--- src/rtl/datapath_ctrl_pkg.sv ---
// rtl/datapath_ctrl_pkg.sv - shared opcodes, ALU codes and sequencer states
package datapath_ctrl_pkg;

    localparam logic [6:0] OPC_RTYPE   = 7'b0110011;
    localparam logic [6:0] FUNCT7_BASE = 7'b0000000;
    localparam logic [6:0] FUNCT7_ALT  = 7'b0100000;

    localparam logic [3:0] ALU_AND = 4'b0000;
    localparam logic [3:0] ALU_OR  = 4'b0001;
    localparam logic [3:0] ALU_ADD = 4'b0010;
    localparam logic [3:0] ALU_SUB = 4'b0100;
    localparam logic [3:0] ALU_XOR = 4'b0111;
    localparam logic [3:0] ALU_SLL = 4'b1000;
    localparam logic [3:0] ALU_SRL = 4'b1001;
    localparam logic [3:0] ALU_SLT = 4'b1010;

    typedef enum logic [1:0] {
        IDLE      = 2'd0,
        DECODE    = 2'd1,
        EXECUTE   = 2'd2,
        WRITEBACK = 2'd3
    } state_t;

    function automatic logic [4:0] field_rs1(input logic [31:0] instr);
        return instr[19:15];
    endfunction

    function automatic logic [4:0] field_rs2(input logic [31:0] instr);
        return instr[24:20];
    endfunction

    function automatic logic [4:0] field_rd(input logic [31:0] instr);
        return instr[11:7];
    endfunction

endpackage

--- src/rtl/datapath_seq_ctrl_if.sv ---
// rtl/datapath_seq_ctrl_if.sv - instruction handshake and datapath control bundle
interface datapath_seq_ctrl_if #(
    parameter int CNT_W = 16
);
    logic             instr_valid;
    logic             instr_ready;
    logic [31:0]      instr;
    logic             zero_flag;
    logic [4:0]       read_reg_num1;
    logic [4:0]       read_reg_num2;
    logic [4:0]       write_reg;
    logic [3:0]       alu_control;
    logic             regwrite;
    logic             busy;
    logic             zero_out;
    logic             illegal;
    logic [CNT_W-1:0] retired_count;

    modport master (
        output instr_valid, instr, zero_flag,
        input  instr_ready, read_reg_num1, read_reg_num2, write_reg, alu_control,
               regwrite, busy, zero_out, illegal, retired_count
    );

    modport slave (
        input  instr_valid, instr, zero_flag,
        output instr_ready, read_reg_num1, read_reg_num2, write_reg, alu_control,
               regwrite, busy, zero_out, illegal, retired_count
    );
endinterface

--- src/rtl/rtype_alu_decode.sv ---
// rtl/rtype_alu_decode.sv - combinational RV32 R-type to ALU control decode
module rtype_alu_decode
    import datapath_ctrl_pkg::*;
(
    input  logic [31:0] instr,
    output logic [3:0]  alu_control,
    output logic        legal
);
    logic [6:0] opcode;
    logic [2:0] funct3;
    logic [6:0] funct7;
    logic       unused_fields;

    assign opcode        = instr[6:0];
    assign funct3        = instr[14:12];
    assign funct7        = instr[31:25];
    assign unused_fields = ^{instr[24:15], instr[11:7]};

    always_comb begin
        alu_control = ALU_ADD;
        legal       = 1'b0;
        if (opcode == OPC_RTYPE) begin
            if (funct7 == FUNCT7_BASE) begin
                legal = 1'b1;
                case (funct3)
                    3'b000:  alu_control = ALU_ADD;
                    3'b001:  alu_control = ALU_SLL;
                    3'b010:  alu_control = ALU_SLT;
                    3'b100:  alu_control = ALU_XOR;
                    3'b101:  alu_control = ALU_SRL;
                    3'b110:  alu_control = ALU_OR;
                    3'b111:  alu_control = ALU_AND;
                    default: legal = 1'b0;
                endcase
            end else if (funct7 == FUNCT7_ALT && funct3 == 3'b000) begin
                legal       = 1'b1;
                alu_control = ALU_SUB;
            end
        end
    end
endmodule

--- src/rtl/datapath_seq_ctrl.sv ---
// rtl/datapath_seq_ctrl.sv - multi-cycle sequencer driving the register-file + ALU datapath
module datapath_seq_ctrl
    import datapath_ctrl_pkg::*;
#(
    parameter int EXEC_CYCLES = 1,
    parameter int CNT_W       = 16
) (
    input  logic               clock,
    input  logic               reset,
    datapath_seq_ctrl_if.slave bus
);
    localparam logic [3:0] EXEC_LOAD = 4'(EXEC_CYCLES - 1);

    state_t           state;
    logic [31:0]      instr_q;
    logic [3:0]       exec_cnt;
    logic [3:0]       dec_alu;
    logic             dec_legal;
    logic [4:0]       rs1_q;
    logic [4:0]       rs2_q;
    logic [4:0]       rd_q;
    logic [3:0]       alu_q;
    logic             regwrite_q;
    logic             illegal_q;
    logic             busy_q;
    logic             zero_q;
    logic [CNT_W-1:0] count_q;

    rtype_alu_decode u_decode (
        .instr       (instr_q),
        .alu_control (dec_alu),
        .legal       (dec_legal)
    );

    // Strobes default low every cycle so each one is exactly one cycle wide.
    always_ff @(posedge clock or negedge reset) begin
        if (!reset) begin
            state      <= IDLE;
            instr_q    <= '0;
            exec_cnt   <= '0;
            rs1_q      <= '0;
            rs2_q      <= '0;
            rd_q       <= '0;
            alu_q      <= '0;
            regwrite_q <= 1'b0;
            illegal_q  <= 1'b0;
            busy_q     <= 1'b0;
            zero_q     <= 1'b0;
            count_q    <= '0;
        end else begin
            regwrite_q <= 1'b0;
            illegal_q  <= 1'b0;
            case (state)
                IDLE: begin
                    if (bus.instr_valid) begin
                        instr_q <= bus.instr;
                        busy_q  <= 1'b1;
                        state   <= DECODE;
                    end
                end
                DECODE: begin
                    if (dec_legal) begin
                        rs1_q    <= field_rs1(instr_q);
                        rs2_q    <= field_rs2(instr_q);
                        rd_q     <= field_rd(instr_q);
                        alu_q    <= dec_alu;
                        exec_cnt <= EXEC_LOAD;
                        state    <= EXECUTE;
                    end else begin
                        illegal_q <= 1'b1;
                        busy_q    <= 1'b0;
                        state     <= IDLE;
                    end
                end
                EXECUTE: begin
                    if (exec_cnt == 4'd0) begin
                        // x0 is hardwired; suppress the write but still retire.
                        regwrite_q <= (rd_q != 5'd0);
                        state      <= WRITEBACK;
                    end else begin
                        exec_cnt <= exec_cnt - 4'd1;
                    end
                end
                WRITEBACK: begin
                    zero_q  <= bus.zero_flag;
                    count_q <= count_q + CNT_W'(1);
                    busy_q  <= 1'b0;
                    state   <= IDLE;
                end
                default: state <= IDLE;
            endcase
        end
    end

    assign bus.instr_ready   = (state == IDLE);
    assign bus.read_reg_num1 = rs1_q;
    assign bus.read_reg_num2 = rs2_q;
    assign bus.write_reg     = rd_q;
    assign bus.alu_control   = alu_q;
    assign bus.regwrite      = regwrite_q;
    assign bus.illegal       = illegal_q;
    assign bus.busy          = busy_q;
    assign bus.zero_out      = zero_q;
    assign bus.retired_count = count_q;
endmodule

--- src/flat_wrapper.sv ---
// flat-port wrapper written by rule: the top's interface ports become plain ports
module datapath_seq_ctrl_flat import datapath_ctrl_pkg::*;
#(
    parameter int EXEC_CYCLES = 1,
    parameter int CNT_W       = 16
)
  (clock, reset, bus_instr_valid, bus_instr, bus_zero_flag, bus_instr_ready, bus_read_reg_num1, bus_read_reg_num2, bus_write_reg, bus_alu_control, bus_regwrite, bus_busy, bus_zero_out, bus_illegal, bus_retired_count);
  datapath_seq_ctrl_if #(.CNT_W(CNT_W)) bus_i ();
  input  logic clock;
  input  logic reset;
  input wire logic [$bits(bus_i.instr_valid)-1:0] bus_instr_valid;
  input wire logic [$bits(bus_i.instr)-1:0] bus_instr;
  input wire logic [$bits(bus_i.zero_flag)-1:0] bus_zero_flag;
  output wire logic [$bits(bus_i.instr_ready)-1:0] bus_instr_ready;
  output wire logic [$bits(bus_i.read_reg_num1)-1:0] bus_read_reg_num1;
  output wire logic [$bits(bus_i.read_reg_num2)-1:0] bus_read_reg_num2;
  output wire logic [$bits(bus_i.write_reg)-1:0] bus_write_reg;
  output wire logic [$bits(bus_i.alu_control)-1:0] bus_alu_control;
  output wire logic [$bits(bus_i.regwrite)-1:0] bus_regwrite;
  output wire logic [$bits(bus_i.busy)-1:0] bus_busy;
  output wire logic [$bits(bus_i.zero_out)-1:0] bus_zero_out;
  output wire logic [$bits(bus_i.illegal)-1:0] bus_illegal;
  output wire logic [$bits(bus_i.retired_count)-1:0] bus_retired_count;
  assign bus_i.instr_valid = bus_instr_valid;
  assign bus_i.instr = bus_instr;
  assign bus_i.zero_flag = bus_zero_flag;
  assign bus_instr_ready = bus_i.instr_ready;
  assign bus_read_reg_num1 = bus_i.read_reg_num1;
  assign bus_read_reg_num2 = bus_i.read_reg_num2;
  assign bus_write_reg = bus_i.write_reg;
  assign bus_alu_control = bus_i.alu_control;
  assign bus_regwrite = bus_i.regwrite;
  assign bus_busy = bus_i.busy;
  assign bus_zero_out = bus_i.zero_out;
  assign bus_illegal = bus_i.illegal;
  assign bus_retired_count = bus_i.retired_count;
  datapath_seq_ctrl #(.EXEC_CYCLES(EXEC_CYCLES), .CNT_W(CNT_W)) u_core (.clock(clock), .reset(reset), .bus(bus_i));
endmodule
--- config.mk ---
export PLATFORM = sky130hd
export DESIGN_NAME = datapath_seq_ctrl_flat
export DESIGN_NICKNAME = d
export VERILOG_FILES = /design/src/rtl/datapath_ctrl_pkg.sv /design/src/rtl/datapath_seq_ctrl_if.sv /design/src/rtl/rtype_alu_decode.sv /design/src/rtl/datapath_seq_ctrl.sv /design/src/flat_wrapper.sv
export SDC_FILE = /design/constraint.sdc
export NUM_CORES = 1
export LEC_CHECK = 0
export BUFFER_PORTS_ARGS = -buffer_cell sky130_fd_sc_hd__buf_2
export CAP_MARGIN = 20
export CELL_PAD_IN_SITES_DETAIL_PLACEMENT = 1
export CELL_PAD_IN_SITES_GLOBAL_PLACEMENT = 1
export CORE_UTILIZATION = 43
export DETAILED_ROUTE_END_ITERATION = 12
export GPL_ROUTABILITY_DRIVEN = 0
export PLACE_DENSITY_LB_ADDON = 0.08
export SLEW_MARGIN = 20
export SYNTH_ARGS = -nofsm -noshare
export SYNTH_HDL_FRONTEND = slang
export SYNTH_SLANG_ARGS = --single-unit
--- constraint.sdc ---
create_clock -name clock -period 2.82 [get_ports clock]
set_clock_uncertainty 0.15 [all_clocks]
set_input_delay 0.282 -clock clock [delete_from_list [all_inputs] [get_ports clock]]
set_output_delay 0.282 -clock clock [all_outputs]
set_load 0.03 [all_outputs]
==> Word-level counts from Yosys, hierarchy flattened <==
Cells that the tools add are included.
{ "totals": {"regBits": 77, "in_bits": 36, "out_inout_bits": 40} }
{ "classes": {"add_sub_neg": 2, "eq_ne": 16, "muxes": 22, "n_reduce_logical": 14} }
{ "op_table": {"columns": ["op", "n"], "rows": [
  ["$pmux 4 s6", 1],
  ["$add 16x1->16 const B", 1],
  ["$mux 4", 4],
  ["$eq 7x6->1 const B", 2],
  ["$eq 3x3->1 const B", 4],
  ["$mux 1", 10],
  ["$pmux 2 s4", 1],
  ["$pmux 4 s2", 1],
  ["$logic_not 7->1", 1],
  ["$reduce_or 7->1", 1],
  ["$mux 2", 3],
  ["$ne 2x2->1 const B", 3],
  ["$reduce_and 2->1", 3],
  ["$reduce_and 3->1", 2],
  ["$reduce_bool 5->1", 1],
  ["$eq 2x2->1 const B", 2],
  ["$logic_not 4->1", 1],
  ["$ne 2x1->1 const B", 2],
  ["$sub 4x1->4 const B", 1],
  ["$eq 3x1->1 const B", 1],
  ["$eq 3x2->1 const B", 1],
  ["$logic_not 3->1", 1],
  ["$mux 3", 1],
  ["$pmux 1 s3", 1],
  ["other kinds (5)", 5]
]} }

==> Depth between registers and ports, before layout <==
Gate-level depths: netlist of the first run.
{ "logic_depth": {"word_depth": 7, "depth_mapped": 8} }

==> Hierarchy <==
From an unflattened synthesis of the first run, not the netlist that was laid out.
{ "unflattened": {"hier_cells": 233, "hier_area_um2": 3321.9} }
{ "modules_own_cells": {"columns": ["mod", "instances", "cells_per_inst", "area_per_inst_um2", "seq_area_each_um2"], "rows": [
  ["datapath_seq_ctrl", 1, 213, 3185.6, 1926.8],
  ["rtype_alu_decode", 1, 20, 136.4, 0.0]
]} }

==> Worst setup path before layout of the first run <==
OpenSTA, ideal clock, no wires.
{ "synth_path": {"path_type": "register to register", "startpoint": "register u_core.instr_q[26]", "endpoint": "register u_core.rs1_q[0] (netlist: u_core.bus.read_reg_num1[0])", "setup_time_ns": 0.125, "arrival_ns": 1.926, "required_time_ns": 2.545, "path_slack_ns": 0.619, "path_stages_with_launch": 7, "n_path_buf": 2, "period_less_slack_ns": 2.201, "cell_sequence": "dfrtp_1 -> nor4_4 -> nand4_2 -> or4_4 -> buf_6 -> buf_12 -> mux2_4"} }
{ "synth_between": {"elab_chain_cells": 6} }
{ "synth_rtl": {"columns": ["item", "line", "rtl"], "rows": [
  ["from (decl)", "datapath_seq_ctrl.sv:15", "logic [31:0] instr_q;"],
  ["from (signal assigned)", "datapath_seq_ctrl.sv:56", "instr_q <= bus.instr;"],
  ["$eq 7x6->1", "rtype_alu_decode.sv:35", "end else if (funct7 == FUNCT7_ALT && funct3 == 3'b000) begin"],
  ["$logic_and 1x1->1", "rtype_alu_decode.sv:35", null],
  ["$mux 1", "rtype_alu_decode.sv:35", null],
  ["$mux 1 *", "rtype_alu_decode.sv:23", "if (funct7 == FUNCT7_BASE) begin"],
  ["$mux 1 *", "rtype_alu_decode.sv:22", "if (opcode == OPC_RTYPE) begin"],
  ["$reduce_and 2->1 (no line) *", null, null],
  ["to (signal assigned)", "datapath_seq_ctrl.sv:63", "rs1_q <= field_rs1(instr_q);"],
  ["to (decl)", "datapath_seq_ctrl.sv:19", "logic [4:0] rs1_q;"]
]} }
Mark *: on every way between the ends. The rest lies on a longest branch, timed or not.
A chain may end at the register's enable or synchronous reset.

==> Worst setup path after layout of the first run <==
Same ends and word-level chain as after synthesis.

==> results.md, run 1 <==
- Synth warn: 0
- Mapped Area: 3330 um2
- Post-DP HPWL: 4500 um
- Initial Util: 45.2%
- Worst VDD drop: 0.000371 V
- Total Routed Length: 6470 um
- Slew Viols, Final: 0
- Crit Path Class: reg -> reg
- Final nets: 372
- Min Tclk post-route: 2260 ps
- Post-synth EDFFs: 0
- Post-DP Area: 3780 um2
- H-tree levels: 3
- Pwr Total: 0.00294 W
- Synth Instances: 245
- Initial DRC Count: 16
- Worst EP arrival: 2340 ps
- Initial antenna violation count: 0
- Vias in the first global route: 2343
- Vias/cell: 4.94
- Final Hold Viols: 0
- Die Wd: 90.0 um
- Share of cells above drive strength 1: 43.7%
- Finished Cell Area: 4000 um2
- Final std cells w/o fill: 433
- # clock sinks: 77
- Reg with most FFs: u_core.instr_q
- CTS root buf: clkbuf_8
- Die Ht: 90.0 um
- Hold Path Cell Cnt: 2
- Max Root-Sink Buffers: 2
- Largest net degree at the start of global routing: 78
- Avg Synthesized Cell Area: 13.6 um2
- Slew @ Worst Pin: 951 ps
- Top Ports: 76
- Static leakage: 2.03 nW
- Drt drc: 0
- Layout area overhead: 20.1%
- TritonCTS Buffers: 9
- Clk_lat worst skew: 340 ps
- Worst EP required: 2900 ps
- Synth cell types: 42
- Post-synthesis net count: 288
- Port Buffers: 75
- Seq/Total Area, Yosys: 57.9%
- Die Area: 8100 um2
- Tightest Hold Check Type: in -> reg
- RSZ-0062 raised after global routing: false
- First-pass DRT Iterations: 3
- Routed Antenna Nets: 0
- GRT Resource Usage Total: 17.8%
- Power Density: 735 nW/um2
- CTS tree: done
- Global-route wire length before repair: 11300 um
- Async set or reset register ratio after synthesis: 100%
- Relative slew slack: 36.6%
- Cells on worst reg2reg path: 4
- Worst-path fanout max: 25
- Drt wl/cell: 14.9 um
- Startpoint types: flop
- # diodes: 0
- Most common cell after layout, fill and taps aside: dfrtp_1
- Commonest non-fill, non-tap cells in the layout: dfrtp_1, buf_2, mux2_2
- Via Count: 2138
- Overflow after GRT: 0
- Crit end category: flop
- Period Utilization, post-route: 80.3%
- Seq cells post-synth: 77
- Core Rows: 31
- Placed Cells: 412
- Status: finished clean
- Final TNS setup: 0 ps
- Max FFs per register: 32
- Fmax: 442 MHz
- Setup violators final: 0
- Max Cap Viol: 0
- Ys flop type: dfrtp_1
- Core ar.: 7370 um2
- Clock slew seen by the registers of the worst setup and hold paths: 80 ps
[cells in the mapped netlist, types with 2 or more instances]
| cell | n | area [um2] |
|---|---|---|
| nand4_1 | 7 | 43.8 |
| dfrtp_1 | 77 | 1930 |
| nor2_1 | 10 | 37.5 |
| nand3_1 | 6 | 30.0 |
| mux2_4 | 10 | 150 |
| nand2_1 | 16 | 60.1 |
| a21oi_1 | 4 | 20.0 |
| mux2_2 | 39 | 439 |
| o21ai_0 | 2 | 10.0 |
| clkbuf_1 | 3 | 11.3 |
| and3_1 | 4 | 25.0 |
| inv_1 | 8 | 30.0 |
| buf_6 | 2 | 22.5 |
| xnor2_1 | 14 | 123 |
| buf_1 | 3 | 11.3 |
| nor3_1 | 2 | 10.0 |
| mux2i_1 | 4 | 40.0 |
| ha_1 | 7 | 87.6 |
| nor2b_1 | 4 | 25.0 |
[final cells by class]
type / instances / area (um2)
clock inverters: 6 / 38.8
multi-input cells: 151 / 1310
well taps: 99 / 124
inverters: 8 / 30.0
fillers: 799 / 3370
clock buffers: 10 / 128
repair buffers: 82 / 443
flip-flops and latches: 77 / 1930
[critical path, cell delays in order, from the launching register on]
cell and delay, ps:
dfrtp_1 410, nor4_4 310, nand4_2 170, or4_4 750, mux2_4 360
[repair_timing]
item,4_1_cts,5_1_grt
hold buffers,2,3
buffers inserted,0,0
hold endpoints to repair,78,3
resized for setup,0,0
[final timing paths]
| check | startpoint | end | slack, ps |
|---|---|---|---|
| max | u_core.instr_q[26] | u_core.bus.read_reg_num1[0] | 560 |
| min | bus_instr[18] | u_core.instr_q[18] | 10 |
| max reg2reg | u_core.instr_q[26] | u_core.bus.read_reg_num1[0] | 560 |
| min reg2reg | u_core.bus.retired_count[15] | u_core.bus.retired_count[15] | 320 |
| max in group asynchronous | reset | u_core.bus.read_reg_num2[0] | 1430 |
| min in group asynchronous | reset | u_core.bus.retired_count[15] | 480 |
[metal layers]
layer / vias to the layer above / global-route usage [%] / share of wire, %
met5: - / 0 / 0
met4: 0 / 7.66 / 1.5
met3: 8 / 5.33 / 5.1
met2: 47 / 29.5 / 50
met1: 1061 / 21.5 / 44
li1: 1022 / - / -
[logic make-up (layout without fill, tap and decap cells)]
| family | count (synthesis) | in the layout | synth area share, % |
|---|---|---|---|
| and+or+nand+nor | 59 | 59 | 10.0 |
| muxes | 53 | 53 | 18.9 |
| adders and majority gates | 7 | 7 | 2.63 |
| AOI/OAI and AO/OA | 17 | 17 | 3.80 |
| xor gates and xnor gates | 15 | 15 | 3.94 |
| buffers and inverters | 17 | 106 | 2.85 |
| DFF | 77 | 77 | 57.9 |
[through the flow]
stage                     hold slack [ps]  utilization [%]  setup WS, ps
after floorplan                      -164                -           619
after global placement                306             51.3           568
after detailed placement              311             51.3           533
after CTS                          0.0752             53.9           525
after global routing                 2.57             54.3           452
final                                13.7             54.3           557
[power by group]
| group | total, W | internal, W | switching [W] |
|---|---|---|---|
| Sequential | 0.00155 | 0.00136 | 0.000185 |
| Clock | 0.000722 | 0.000318 | 0.000404 |
| Combinational | 0.000670 | 0.000362 | 0.000308 |
| Total | 0.00294 | 0.00204 | 0.000897 |
Power figures use the tool's default switching activity.
==> run 2, diff against run 1 <==
--- a/config.mk
+++ b/config.mk
@@ -9,7 +9,7 @@
 export CAP_MARGIN = 20
 export CELL_PAD_IN_SITES_DETAIL_PLACEMENT = 1
 export CELL_PAD_IN_SITES_GLOBAL_PLACEMENT = 1
-export CORE_UTILIZATION = 43
+export CORE_UTILIZATION = 39
 export DETAILED_ROUTE_END_ITERATION = 12
 export GPL_ROUTABILITY_DRIVEN = 0
 export PLACE_DENSITY_LB_ADDON = 0.08
==> constraint.sdc (replaced) <==
create_clock -name clock -period 2 [get_ports clock]
set_clock_uncertainty 0.15 [all_clocks]
set_input_delay 0.2 -clock clock [delete_from_list [all_inputs] [get_ports clock]]
set_output_delay 0.2 -clock clock [all_outputs]
set_load 0.03 [all_outputs]
==> run 2 against run 1 <==
Against the previous run: cell area up 14%; sequential cell count unchanged; the run now ends with setup timing left; highest routed layer unchanged; clock-buffer cell count is 1 higher.
==> results.md, run 2 (synthesized netlist as in run 1, its figures left out) <==
- Placed Cells: 432 (+4.9%)
- Die Area: 8910 um2 (+10%)
- Commonest non-fill, non-tap cells in the layout: dfrtp_1, buf_2, mux2_2
- Post-DP HPWL: 5080 um (+13%)
- Slew @ Worst Pin: 465 ps (-486 ps)
- CTS root buf: clkbuf_8
- Share of cells above drive strength 1: 44.5% (+0.82 points)
- Fmax: 456 MHz (+3.3%)
- Cells on worst reg2reg path: 5 (+1)
- Routed Antenna Nets: 0 (unchanged)
- First-pass DRT Iterations: 4 (+1)
- TritonCTS Buffers: 9 (unchanged)
- Max Root-Sink Buffers: 2 (unchanged)
- Status: finished with violations
- Post-place setup slack: -164 ps (-697 ps)
- Crit Path Class: reg -> reg
- Post-DP Area: 3930 um2 (+4.0%)
- Period Utilization, post-route: 110% (+29 points)
- H-tree levels: 3 (unchanged)
- Final nets: 422 (+13%)
- Final std cells w/o fill: 489 (+13%)
- Via Count: 2366 (+11%)
- CTS tree: done
- Worst path cell trace: nor4_4 -> nand4_2 -> or4_4 -> buf_12 -> mux2_4
- Die Wd: 94.4 um (+4.9%)
- Tightest Hold Check Type: in -> async
- CP peak stage delay: 570 ps (-180 ps)
- Min Tclk post-route: 2190 ps (-72.6 ps)
- Initial antenna violation count: 0 (unchanged)
- # diodes: 0 (unchanged)
- Overflow after GRT: 0 (unchanged)
- Initial Util: 40.3% (-4.9 points)
- Total Routed Length: 7620 um (+18%)
- Core ar.: 8260 um2 (+12%)
- Port Buffers: 75 (unchanged)
- Relative slew slack: 69.0% (+32 points)
- GRT Resource Usage Total: 19.1% (+1.4 points)
- Worst Setup SP: u_core.instr_q[27]
- Drt drc: 0 (unchanged)
- Power Density: 1010 nW/um2 (+38%)
- Max FFs per register: 32 (unchanged)
- Finished Cell Area: 4570 um2 (+14%)
- Crit end category: flop
- Die Ht: 94.4 um (+4.9%)
- Clock slew seen by the registers of the worst setup and hold paths: 80 ps (about the same)
- Reg with most FFs: u_core.instr_q
- Top Ports: 76 (unchanged)
- Worst EP arrival: 2280 ps (-60 ps)
- Layout area overhead: 37.3%
- Setup violators final: 21 (+21)
- Worst-path fanout max: 14 (-44%)
- Static leakage: 2.31 nW (+14%)
- Final worst slack: -191 ps (-747 ps)
- Final Hold Viols: 0 (unchanged)
- Most common cell after layout, fill and taps aside: dfrtp_1
- Global-route wire length before repair: 12700 um (+12%)
- Vias/cell: 4.84 (-2.0%)
- Initial DRC Count: 63 (+47)
- WHS: 197 ps (+183 ps)
- Largest net degree at the start of global routing: 44 (-44%)
- Failing checks: setup timing
- # clock sinks: 77 (unchanged)
- Clk_lat worst skew: 350 ps (about the same)
- RSZ-0062 raised after global routing: true
- Startpoint types: flop
- Vias in the first global route: 2580 (+10%)
- Max Cap Viol: 0 (unchanged)
- Slowest CP cell: or4_4
- Drt wl/cell: 15.6 um (+4.3%)
- Worst VDD drop: 0.000578 V (+56%)
- Worst EP required: 2090 ps (-810 ps)
- Slew Viols, Final: 0 (unchanged)
- Reg2reg start: u_core.instr_q[27]
- Core Rows: 33 (+6.5%)
## run 2: metal layers
layer	wire length, um	track usage (%)
met1	3130	21.4
met2	4100	34.4
met3	306	6.20
met4	82	5.77
met5	0	0
## run 2: per-stage QoR
stage                     power [W]  TNS, ps  util, %
after global placement      0.00325    -1760     47.6
after global routing        0.00491    -5200     55.4
after floorplan             0.00289    -1980        -
after CTS                   0.00465    -2610     54.9
after detailed placement    0.00331    -2550     47.6
final                       0.00463    -2810     55.4
## run 2: cell type report
| class | count | area, um2 |
|---|---|---|
| multi-input cells | 151 | 1340 |
| fillers | 874 | 3690 |
| flip-flops and latches | 77 | 1930 |
| repair buffers | 132 | 940 |
| clock inverters | 5 | 58.8 |
| clock buffers | 11 | 141 |
| inverters | 8 | 30.0 |
| well taps | 105 | 131 |
## run 2: report_power, final
group | switching [W] | leakage, nW | internal, W
Combinational | 0.000542 | 1.23 | 0.000708
Clock | 0.000585 | 0.0959 | 0.000613
Sequential | 0.000255 | 0.988 | 0.00192
Total | 0.00138 | 2.31 | 0.00324
## run 2: worst max-delay path, delay by kind of cell (launching register included)
| family | cells | cell delay (ps) |
|---|---|---|
| mux | 1 | 300 |
| simple gates | 3 | 1020 |
| flops | 1 | 420 |
| buf+inv | 1 | 180 |
## run 2: path summary, 6_finish.rpt
kind                                                      to  slack [ps]
worst min register to register  u_core.bus.retired_count[15]         340
worst max register to register   u_core.bus.read_reg_num1[0]        -190
worst max-delay path             u_core.bus.read_reg_num1[0]        -190
worst min-delay path            u_core.bus.retired_count[15]         200
max in group asynchronous        u_core.bus.read_reg_num1[0]         910
min in group clock                           u_core.state[0]         220
## run 2: timing repair
| action | CTS | global route |
|---|---|---|
| endpoints found under the setup margin | 22 | 25 |
| buffers inserted | 3 | 4 |
| gates cloned | 0 | 0 |
| hold buffers | 34 | 0 |
| resized for setup | 6 | 3 |
| pin swaps | 1 | 3 |
| endpoints found under the hold margin | 67 | 0 |
==> run 3, diff against run 2 <==
--- a/config.mk
+++ b/config.mk
@@ -5,12 +5,12 @@
 export SDC_FILE = /design/constraint.sdc
 export NUM_CORES = 1
 export LEC_CHECK = 0
-export BUFFER_PORTS_ARGS = -buffer_cell sky130_fd_sc_hd__buf_2
 export CAP_MARGIN = 20
 export CELL_PAD_IN_SITES_DETAIL_PLACEMENT = 1
 export CELL_PAD_IN_SITES_GLOBAL_PLACEMENT = 1
-export CORE_UTILIZATION = 39
+export CORE_UTILIZATION = 45
 export DETAILED_ROUTE_END_ITERATION = 12
+export DONT_BUFFER_PORTS = 1
 export GPL_ROUTABILITY_DRIVEN = 0
 export PLACE_DENSITY_LB_ADDON = 0.08
 export SLEW_MARGIN = 20
==> run 3 against run 2 <==
Against the previous run: the run ends with hold timing, setup timing left; hold slack worse by 810 ps; sequential power is 2% higher; fmax is 1.1% higher; via count is 11% lower; sequential share of layout area is 3.4 points higher; setup slack better by 25 ps; final cell count is 16% lower; wire length is 3.6% lower; largest cell class unchanged; highest routed layer unchanged.
==> results.md, run 3 (synthesized netlist as in run 1, its figures left out) <==
- Final Hold Viols: 77 (+77)
- Worst VDD drop: 0.000693 V (+20%)
- Setup violators final: 21 (unchanged)
- Status: finished with violations
- Slew @ Worst Pin: 378 ps (-86.9 ps)
- Largest net degree at the start of global routing: 78 (+77%)
- Routing usage on met3: 6.60% (+0.40 points)
- CP peak stage delay: 560 ps (about the same)
- Power Density: 1100 nW/um2 (+9.1%)
- Max Root-Sink Buffers: 2 (unchanged)
- Finished Cell Area: 4230 um2 (-7.5%)
- Top Ports: 76 (unchanged)
- Min Tclk post-route: 2170 ps (-24.8 ps)
- Post-DP Area: 3610 um2 (-8.2%)
- GR Util met1: 25.1% (+3.7 points)
- Overflow after GRT: 0 (unchanged)
- Period Utilization, post-route: 108% (-1.2 points)
- TritonCTS Buffers: 9 (unchanged)
- Layout area overhead: 26.9%
- Hold-fix buffers at CTS: 33 (-2.9%)
- Fillers: 704 (-19%)
- Clock slew seen by the registers of the worst setup and hold paths: 90 ps (about the same)
- Static leakage: 1.98 nW (-14%)
- Final worst slack: -166 ps (+24.8 ps)
- Worst EP required: 2080 ps (about the same)
- CTS tree: done
- Relative slew slack: 74.8% (+5.8 points)
- Post-DP HPWL: 4660 um (-8.3%)
- Fmax: 462 MHz (+1.1%)
- RSZ-0062 raised after global routing: true
- # diodes: 0 (unchanged)
- Die Area: 7750 um2 (-13%)
- R2R Setup Slk: -170 ps (+20 ps)
- Vias in the first global route: 2366 (-8.3%)
- First-pass DRT Iterations: 4 (unchanged)
- Clk_lat worst skew: 340 ps (about the same)
- Worst EP arrival: 2250 ps (-30 ps)
- Worst-path fanout max: 5 (-9)
- Tightest Hold Check Type: in -> async
- GRT Resource Usage Total: 20.6% (+1.5 points)
- Startpoint types: flop
- Worst path cell trace: nor4_4 -> nand4_2 -> or4_4 -> buf_4 -> mux2_4
- Global-route wire length before repair: 11800 um (-6.7%)
- Slew Viols, Final: 0 (unchanged)
- # clock sinks: 77 (unchanged)
- Crit Path Class: reg -> reg
- Drt wl/cell: 17.8 um (+14%)
- Initial Util: 47.7% (+7.4 points)
- Routed Antenna Nets: 0 (unchanged)
- Via Count: 2099 (-11%)
- Reg with most FFs: u_core.instr_q
- Most Crowded Layer GR: met2
- WHS: -613 ps (-810 ps)
- Drt drc: 0 (unchanged)
- Most common cell after layout, fill and taps aside: dfrtp_1
- Failing checks: hold timing, setup timing
- Max FFs per register: 32 (unchanged)
- Commonest non-fill, non-tap cells in the layout: dfrtp_1, mux2_2, dlygate4sd3_1
- Slowest CP cell: or4_4
- Share of cells above drive strength 1: 32.6% (-12 points)
- Total Routed Length: 7340 um (-3.6%)
- Die Ht: 88.0 um (-6.8%)
- Final TNS setup: -2520 ps (+288 ps)
- Initial antenna violation count: 0 (unchanged)
- Port Buffers: 0 (-100%)
- H-tree levels: 3 (unchanged)
- Max Cap Viol: 0 (unchanged)
- Core ar.: 6980 um2 (-15%)
- Core Rows: 30 (-9.1%)
- CTS root buf: clkbuf_8
- Die Wd: 88.0 um (-6.8%)
- Fin util: 60.6% (+5.2 points)
- Met2 Track Usage GR: 34.5% (+0.041 points)
- Crit end category: flop
- Vias/cell: 5.09 (+5.3%)
- Initial DRC Count: 67 (+6.3%)
- Final nets: 354 (-16%)
[run 3: changes by cell type in the layout (fill, tap and decap cells not counted), sizes merged]
cell	before	now
inv	9	8
buf	98	31
bufinv	1	2
dlygate4sd3	34	33
[run 3: cell type report]
class / instances / area, um2 / share of cell area, %
sequential: 77 / 1930 / 45.6
multi-input combinational: 151 / 1330 / 31.5
timing repair buffer: 64 / 594 / 14.1
clock buffer: 11 / 141 / 3.34
tap: 96 / 120 / 2.84
clock inverter: 5 / 83.8 / 1.98
inverter: 8 / 30.0 / 0.710
[run 3: repair_timing]
item | CTS | global route
gates resized for setup | 7 | 3
setup buffers | 1 | 2
hold endpoints to repair | 110 | 77
setup endpoints to repair | 21 | 25
pin swaps | 1 | 3
[run 3: path summary, 6_finish.rpt]
path                                         start                            to  cells after the start
worst max-delay path            u_core.instr_q[26]   u_core.bus.read_reg_num1[4]                      5
worst min-delay path                         reset  u_core.bus.retired_count[11]                      0
worst max register to register  u_core.instr_q[26]   u_core.bus.read_reg_num1[4]                      5
worst min register to register  u_core.instr_q[15]   u_core.bus.read_reg_num1[0]                      1
max in group asynchronous                    reset   u_core.bus.retired_count[6]                      0
min in group clock                 bus_instr_valid               u_core.bus.busy                      3
[run 3: metrics by stage]
stage               power (W)  setup WS [ps]  hold slack [ps]  std cells
global route          0.00490           -240             -632        412
CTS                   0.00465           -146             -622        410
detailed placement    0.00323           -163             -244        360
finish                0.00467           -166             -613        412
floorplan             0.00289           -184             -246        245
global placement      0.00318           -126             -244        360
[run 3: where the power goes]
| part | switching (W) | internal [W] | total [W] |
|---|---|---|---|
| Clock | 0.000584 | 0.000740 | 0.00132 |
| Sequential | 0.000304 | 0.00192 | 0.00223 |
| Combinational | 0.000473 | 0.000644 | 0.00112 |
[run 3: worst max-delay path, delay by kind of cell, from the launching register on]
kind / cells / cell delay, ps
simple gates: 3 / 1010
mux: 1 / 300
flops: 1 / 410
buf+inv: 1 / 190
[run 3: routing by layer]
layer  vias to the layer above  routed length, um  share of wire (%)
li1                        988                  -                  -
met1                      1055               3190                 43
met2                        48               3680                 50
met3                         8                387                5.3
met4                         0                 85                1.2
met5                         -                  0                  0
